## config.mk

```make
export PLATFORM = sky130hd
export DESIGN_NAME = log2_seq_ctrl_flat
export DESIGN_NICKNAME = d
export VERILOG_FILES = /design/src/rtl/log2_seq_ctrl_if.sv /design/src/rtl/log2_seq_ctrl.sv /design/src/flat_wrapper.sv
export SDC_FILE = /design/constraint.sdc
export NUM_CORES = 1
export LEC_CHECK = 0
export ABC_CLOCK_PERIOD_IN_PS = 2400
export BUFFER_PORTS_ARGS = -buffer_cell sky130_fd_sc_hd__buf_4
export CAP_MARGIN = 20
export CORE_UTILIZATION = 37
export DETAILED_ROUTE_END_ITERATION = 7
export GPL_TIMING_DRIVEN = 1
export PLACE_DENSITY = 0.67
export SLEW_MARGIN = 20
export SYNTH_ARGS = -nofsm -noshare
export SYNTH_HDL_FRONTEND = slang
export SYNTH_SLANG_ARGS = --single-unit
```

## constraint.sdc

```tcl
create_clock -name i_CLK -period 2.4 [get_ports i_CLK]
set_clock_uncertainty 0.1 [all_clocks]
set_input_delay 0.12 -clock i_CLK [delete_from_list [all_inputs] [get_ports i_CLK]]
set_output_delay 0.12 -clock i_CLK [all_outputs]
set_load 0.02 [all_outputs]
```

## src/rtl/log2_seq_ctrl_if.sv

```systemverilog
// Operand/result handshakes plus the shared Log2Table index/data pair.
// The controller is the slave; whoever supplies operands and owns the table is the master.
interface log2_seq_ctrl_if;
  logic        in_valid;
  logic        in_ready;
  logic [15:0] In1;
  logic [4:0]  tbl_idx;
  logic [9:0]  tbl_data;
  logic        out_valid;
  logic        out_ready;
  logic [13:0] Out1;
  logic        out_zero;
  logic        busy;

  modport slave (
    input  in_valid, In1, tbl_data, out_ready,
    output in_ready, tbl_idx, out_valid, Out1, out_zero, busy
  );

  modport master (
    output in_valid, In1, tbl_data, out_ready,
    input  in_ready, tbl_idx, out_valid, Out1, out_zero, busy
  );
endinterface

```

## src/rtl/log2_seq_ctrl.sv

```systemverilog
// Sequential log2 of a ufix16 operand: normalise by shifting, look up the fraction in a shared
// registered table, result {exponent, fraction}. Latency 3+s active edges (s = leading zeros); DONE holds until out_ready.
module log2_seq_ctrl (
  input  logic               i_CLK,
  input  logic               i_RST,
  input  logic               enb,
  log2_seq_ctrl_if.slave     bus
);

  typedef enum logic [2:0] {
    IDLE = 3'd0,
    NORM = 3'd1,
    LOOK = 3'd2,
    WAIT = 3'd3,
    DONE = 3'd4
  } state_t;

  state_t      state_q;
  logic [15:0] x_q;
  logic [3:0]  exp_q;
  logic [13:0] out1_q;
  logic        zero_q;
  logic        in_ready_q;
  logic        out_valid_q;
  logic        busy_q;

  logic [15:0] x_shl_d;
  logic [3:0]  exp_dec_d;

  assign x_shl_d   = {x_q[14:0], 1'b0};
  assign exp_dec_d = exp_q - 4'd1;

  // A nonzero operand reaches x[15]=1 within 15 shifts, so exp cannot wrap.
  always_ff @(posedge i_CLK or posedge i_RST) begin
    if (i_RST) begin
      state_q     <= IDLE;
      x_q         <= '0;
      exp_q       <= '0;
      out1_q      <= '0;
      zero_q      <= 1'b0;
      in_ready_q  <= 1'b1;
      out_valid_q <= 1'b0;
      busy_q      <= 1'b0;
    end else if (enb) begin
      unique case (state_q)
        IDLE: begin
          if (bus.in_valid) begin
            x_q        <= bus.In1;
            exp_q      <= 4'd15;
            in_ready_q <= 1'b0;
            busy_q     <= 1'b1;
            if (bus.In1 == 16'd0) begin
              state_q     <= DONE;
              out1_q      <= '0;
              zero_q      <= 1'b1;
              out_valid_q <= 1'b1;
            end else begin
              state_q <= NORM;
            end
          end
        end
        NORM: begin
          if (x_q[15]) begin
            state_q <= LOOK;
          end else begin
            x_q   <= x_shl_d;
            exp_q <= exp_dec_d;
          end
        end
        LOOK: state_q <= WAIT;
        WAIT: begin
          out1_q      <= {exp_q, bus.tbl_data};
          zero_q      <= 1'b0;
          out_valid_q <= 1'b1;
          state_q     <= DONE;
        end
        DONE: begin
          if (bus.out_ready) begin
            state_q     <= IDLE;
            out_valid_q <= 1'b0;
            in_ready_q  <= 1'b1;
            busy_q      <= 1'b0;
          end
        end
        default: begin
          state_q     <= IDLE;
          out_valid_q <= 1'b0;
          in_ready_q  <= 1'b1;
          busy_q      <= 1'b0;
        end
      endcase
    end
  end

  assign bus.tbl_idx   = x_q[14:10];
  assign bus.in_ready  = in_ready_q;
  assign bus.out_valid = out_valid_q;
  assign bus.busy      = busy_q;
  assign bus.Out1      = out1_q;
  assign bus.out_zero  = zero_q;

endmodule

```

## src/flat_wrapper.sv

```systemverilog
// flat-port wrapper written by rule: the top's interface ports become plain ports
module log2_seq_ctrl_flat 
  (i_CLK, i_RST, enb, bus_in_valid, bus_In1, bus_tbl_data, bus_out_ready, bus_in_ready, bus_tbl_idx, bus_out_valid, bus_Out1, bus_out_zero, bus_busy);
  log2_seq_ctrl_if bus_i ();
  input  logic i_CLK;
  input  logic i_RST;
  input  logic enb;
  input wire logic [$bits(bus_i.in_valid)-1:0] bus_in_valid;
  input wire logic [$bits(bus_i.In1)-1:0] bus_In1;
  input wire logic [$bits(bus_i.tbl_data)-1:0] bus_tbl_data;
  input wire logic [$bits(bus_i.out_ready)-1:0] bus_out_ready;
  output wire logic [$bits(bus_i.in_ready)-1:0] bus_in_ready;
  output wire logic [$bits(bus_i.tbl_idx)-1:0] bus_tbl_idx;
  output wire logic [$bits(bus_i.out_valid)-1:0] bus_out_valid;
  output wire logic [$bits(bus_i.Out1)-1:0] bus_Out1;
  output wire logic [$bits(bus_i.out_zero)-1:0] bus_out_zero;
  output wire logic [$bits(bus_i.busy)-1:0] bus_busy;
  assign bus_i.in_valid = bus_in_valid;
  assign bus_i.In1 = bus_In1;
  assign bus_i.tbl_data = bus_tbl_data;
  assign bus_i.out_ready = bus_out_ready;
  assign bus_in_ready = bus_i.in_ready;
  assign bus_tbl_idx = bus_i.tbl_idx;
  assign bus_out_valid = bus_i.out_valid;
  assign bus_Out1 = bus_i.Out1;
  assign bus_out_zero = bus_i.out_zero;
  assign bus_busy = bus_i.busy;
  log2_seq_ctrl u_core (.i_CLK(i_CLK), .i_RST(i_RST), .enb(enb), .bus(bus_i));
endmodule
```

* Word level (Yosys, flattened, before mapping)
Cells that the tools add are included.
Word-level totals: bits in registers 41, bits in latches 0, RAM bits 0, memory bits (read-only) 0, input port bits 31, output and inout bits 23, logic and storage cells 57, memories 0
Cells by class: add/subtract/negate cells 1, multiply operators 0, divide/modulo/power cells 0, $lt $le $gt $ge 0, eq/ne operators 9, shift-type cells 0, muxes and demuxes 24, bitwise gates (word level) 2, reductions and logical operators 12
Operators with widths (count):
- 16-bit 2-to-1 mux | 2
- 16-bit one-hot mux with 2 select lines | 1
- 14-bit 2-to-1 mux | 2
- 14-bit one-hot mux with 2 select lines | 1
- 16-bit zero test | 1
- 4-bit AND reduction | 4
- 3-bit one-hot mux with 5 select lines | 1
- 3-bit 2-to-1 mux | 4
- 4-bit 2-to-1 mux | 2
- 4-bit one-hot mux with 2 select lines | 1
- 3-bit by 2-bit equality test with 1-bit output (second input constant) | 2
- 1-bit 2-to-1 mux | 6
- 2-bit inequality test (second input constant) | 3
- 1-bit one-hot mux with 3 select lines | 2
- 5-bit AND reduction | 1
- 2-bit by 1-bit inequality test with 1-bit output (second input constant) | 2
- 1-bit one-hot mux with 4 select lines | 1
- 2-bit nonzero test | 2
- 4-bit by 1-bit subtractor with 4-bit output (second input constant) | 1
- 3-bit by 1-bit equality test with 1-bit output (second input constant) | 1
- 3-bit equality test (second input constant) | 1
- 3-bit zero test | 1
- 3-bit AND reduction | 1
- 3-bit OR reduction | 1
- 3 further kinds | 4

* Depth between registers and ports, before layout
depth after elaboration 4, mapped depth 6, mapped depth without buffers 5

* Least setup slack after synthesis
Ideal clock, no wire load.
path type flip-flop to flip-flop, start reg u_core.state_q[0], end reg u_core.out1_q[0], in the netlist u_core.bus.Out1[0], library setup time 0.121 ns, data arrival time 1.478 ns, required time 2.179 ns, setup slack 0.701 ns, stages on the path, launching flop included 6, buffers on the path 2, clock period less this slack 1.699 ns, cell sequence dfrtp_1 > clkbuf_1 > nor3_1 > a221o_2 > buf_6 > a22o_1
On the way: word-level cells in the longest chain between the ends 3, elaborated cells between the ends (all ways) 7, those cells by class eq/ne: 3; mux: 1; reduce/logical: 3
Ends and longest elaborated chain:
- from (decl) | line log2_seq_ctrl.sv:18 | state_t state_q;
- from (signal assigned) | line log2_seq_ctrl.sv:36 | state_q <= IDLE;
- from (signal assigned) | line log2_seq_ctrl.sv:53 | state_q <= DONE;
- from (signal assigned) | line log2_seq_ctrl.sv:58 | state_q <= NORM;
- 3-bit zero test or 3-bit by 2-bit equality test with 1-bit output (tied branches) | line log2_seq_ctrl.sv:45 | unique case (state_q)
- 2-bit by 1-bit inequality test with 1-bit output (no line) (tied with other cells)
- 4-bit AND reduction (no line)
- to (signal assigned) | line log2_seq_ctrl.sv:72 | out1_q <= {exp_q, bus.tbl_data};
- to (decl) | line log2_seq_ctrl.sv:21 | logic [13:0] out1_q;
Parallel ways exist; a longest one is shown, timed or not. A chain may end at the register's enable or synchronous reset.

* Worst setup path in the final report
start in bus_In1[0], end reg u_core.out1_q[4], in the netlist u_core.bus.Out1[4]
On the way: word-level cells in the longest chain between the ends 3
Ends and longest elaborated chain:
- from (decl) | line flat_wrapper.sv:9 | input wire logic [$bits(bus_i.In1)-1:0] bus_In1;
- 16-bit zero test | line log2_seq_ctrl.sv:52 | if (bus.In1 == 16'd0) begin
- 2-bit by 1-bit inequality test with 1-bit output (no line)
- 4-bit AND reduction (no line)
No other way between the ends.

==> metrics.csv <==
stage,metric,value,unit
setup_path,Crit Path Class,primary input to flop,
min_path,Hold Path Depth,3,
synthesis,synthesized flop and latch total,41,
timing,max-slew violation total from the final report,0,
run,max-cap viol count,0,
placed_design,DP HPWL,2880,um
floorplanning,Die Area,5460,um2
finish,fin cells,305,
power_and_ir_drop,Power Density,1130,nW/um2
synthesis,post-synth cell types,40,
cts,Clock transition at path regs,0.08,ns
cts,Root Buffer,clkbuf_8,
finish,Area growth syn-to-layout,34.4,%
placed_design,DP Cell Count,283,
cts,postcts setup bufs,0,
setup_path,"critical path, cell by cell","dlygate4sd3_1, buf_4, nor4_2, nand4_1, a221o_2, a22o_1",
min_path,hold-critical path endpoint,u_core.x_q[6],
setup_path,WP data arrival,2.12,ns
synthesis,synthesized net count,204,
setup_path,Slowest cell on crit path,a221o_2,
cts,clock sinks,41,
setup_path,worst reg2reg path depth,4,
setup_path,type of origin of the critical path,primary input,
timing,RSZ-0062 raised after global routing,no,
setup_path,CP required,2.49,ns
outcome,status,completed,
grt,largest net degree at the start of global routing,42,
route,drt pass-1 iters,4,
floorplanning,number of core rows,25,
floorplanning,Initial Util,0.394,
synthesis,Syn Area/Cell,11.1,um2
timing,fmax,0.491,GHz
placed_design,placed cell area,2350,um2
setup_path,worst-path maximum fanout,16,
finish,most frequent cells in the layout,"58 x buf_4, 40 x dfrtp_1, 17 x nand2_1",
cts,CTS Hold Bufs,14,
finish,share of layout cells above drive strength 1,0.315,
synthesis,synthesized instance count,172,
route,DRT iter0 DRCs,87,
cts,CTS tree,yes,
placed_design,Place WS,0.461,ns
finish,fillers,445,
grt,initial antenna violation count,0,
setup_path,critical path endpoint category,flop,
power_and_ir_drop,leakage power,0.00124,uW
cts,H-tree depth,2,
timing,Slew @ Worst Pin,0.998,ns
setup_path,reg2reg end,u_core.x_q[8],
setup_path,worst r2r src,u_core.state_q[1],
synthesis,synthesized cell area,1910,um2
min_path,Hold Crit Start,bus_In1[6],
cts,worst skew pair latency,0.30,ns
timing,post-route setup slack,0.364,ns
floorplanning,Die Y,73.9,um
timing,Slew headroom,0.332,
grt,total gr overflow,0,
min_path,Hold Path Class,primary input to flop,
grt,GRT Resource Usage Total,0.175,
timing,Final Hold Fails,0,
grt,vias in the first global route,1496,
setup_path,Worst Setup SP,bus_In1[0],
finish,"commonest non-fill, non-tap cell in the layout",buf_4,
placed_design,gp weighted congestion,0.719,
route,routed vias/inst,4.90,
route,via count,1496,
setup_path,CP max stage delay,0.55,ns
timing,setup_tns,0,ns
timing,Final min period,2.04,ns
power_and_ir_drop,peak supply drop,0.434,mV
setup_path,reg2reg setup slack,0.45,ns
cts,Post-CTS Resized,0,
power_and_ir_drop,Pwr Total,2910,uW
route,Wirelength per Cell,13.8,um
synthesis,Syn. warnings,0,
synthesis,register area share after synthesis,0.537,
finish,Nets,269,
floorplanning,num ports,54,
placed_design,Port-buffer cells,53,
cts,clock buffer count from CTS,5,
grt,first-pass GRT wire length,6980,um
finish,fin area,2570,um2
timing,final worst path period share,0.848,
finish,# diodes,0,
floorplanning,core box area,4850,um2
timing,# setup viols final,0,
route,drt total wl,4210,um
cts,Max clock buf depth,2,
floorplanning,Die X,73.9,um
route,residual DRC count,0,
route,antenna-violating nets left,0,
==> per-layer routing <==
layer | track usage | part of all wire | vias up
met5 | 0 | 0 | -
met4 | 0.0855 | 0.023 | 0
met3 | 0.0453 | 0.027 | 6
met2 | 0.281 | 0.49 | 23
met1 | 0.219 | 0.46 | 711
li1 | - | - | 756
==> per-stage QoR <==
stage / util / hold slack [ns]
detailed placement: 0.484 / 0.186
finish: 0.530 / 0.0202
CTS: 0.530 / 0.00927
floorplan: - / 0.153
global placement: 0.484 / 0.185
global route: 0.530 / 0.0206
==> registers in the layout (all words and copies together), names as in the netlist <==
name                  flops
u_core.x_q               16
u_core.bus.out_valid      1
u_core.bus.out_zero       1
u_core.bus.in_ready       1
u_core.bus.busy           1
u_core.bus.Out1          14
u_core.exp_q              4
u_core.state_q            3
==> worst max-delay path, delay by kind of cell <==
kind	cells	cell delay [ns]
AOI/OAI and AO/OA	2	0.84
and+or+nand+nor	2	0.47
buffers and inverters	2	0.68
==> area by class of cell <==
| class | instances | area, um2 | share of cell area |
|---|---|---|---|
| flip-flops and latches | 41 | 1030 | 0.400 |
| clock inverters | 2 | 10.0 | 0.00389 |
| well taps | 67 | 83.8 | 0.0326 |
| clock buffers | 6 | 72.6 | 0.0282 |
| multi-input cells | 110 | 774 | 0.301 |
| inverters | 7 | 26.3 | 0.0102 |
| repair buffers | 72 | 576 | 0.224 |
==> synthesized netlist by cell type (all sizes together) <==
cell type / number / share of area
ha: 1 / 0.0065
buf: 11 / 0.038
dfstp: 1 / 0.014
or3: 2 / 0.0065
nor3: 1 / 0.0026
o21a: 1 / 0.0039
nor3b: 3 / 0.017
xor2: 1 / 0.0046
clkbuf: 3 / 0.0059
and3: 7 / 0.023
mux2i: 6 / 0.031
o31a: 1 / 0.0046
o21ai: 8 / 0.021
nor2b: 9 / 0.029
a21oi: 6 / 0.016
nand4: 2 / 0.0065
a311oi: 2 / 0.0092
a211o: 1 / 0.0046
nor2: 7 / 0.015
a22o: 15 / 0.069
nand2: 17 / 0.033
nor4: 4 / 0.026
or2: 1 / 0.0033
a21o: 1 / 0.0039
a32o: 1 / 0.0052
dfrtp: 40 / 0.52
a22oi: 1 / 0.0039
nand2b: 1 / 0.0033
nand3: 2 / 0.0079
inv: 7 / 0.014
o32a: 1 / 0.0052
a221o: 8 / 0.043
==> cells by family after synthesis <==
family	synth area share
compound gates	0.188
xor+xnor	0.00458
fa+ha+maj	0.00654
buf+inv	0.0576
flops	0.537
mux	0.0314
simple gates	0.174
==> power breakdown <==
part	switching, uW	internal, uW	leakage (uW)
sequential	232	979	0.000500
clock	236	202	0.0000450
combinational	646	619	0.000692
total	1110	1800	0.00124
==> how the worst max path moves through the flow <==
stage | cells after the start | slack (ns) | to
after global routing | 6 | 0.28 | u_core.bus.Out1[2]
after CTS | 6 | 0.39 | u_core.bus.Out1[2]
after floorplan | 5 | 0.70 | u_core.bus.Out1[0]
after detailed placement | 4 | 0.46 | u_core.x_q[8]
final | 6 | 0.36 | u_core.bus.Out1[4]
after global placement | 4 | 0.51 | u_core.x_q[8]
No activity file was read; power rests on OpenSTA's default activity.
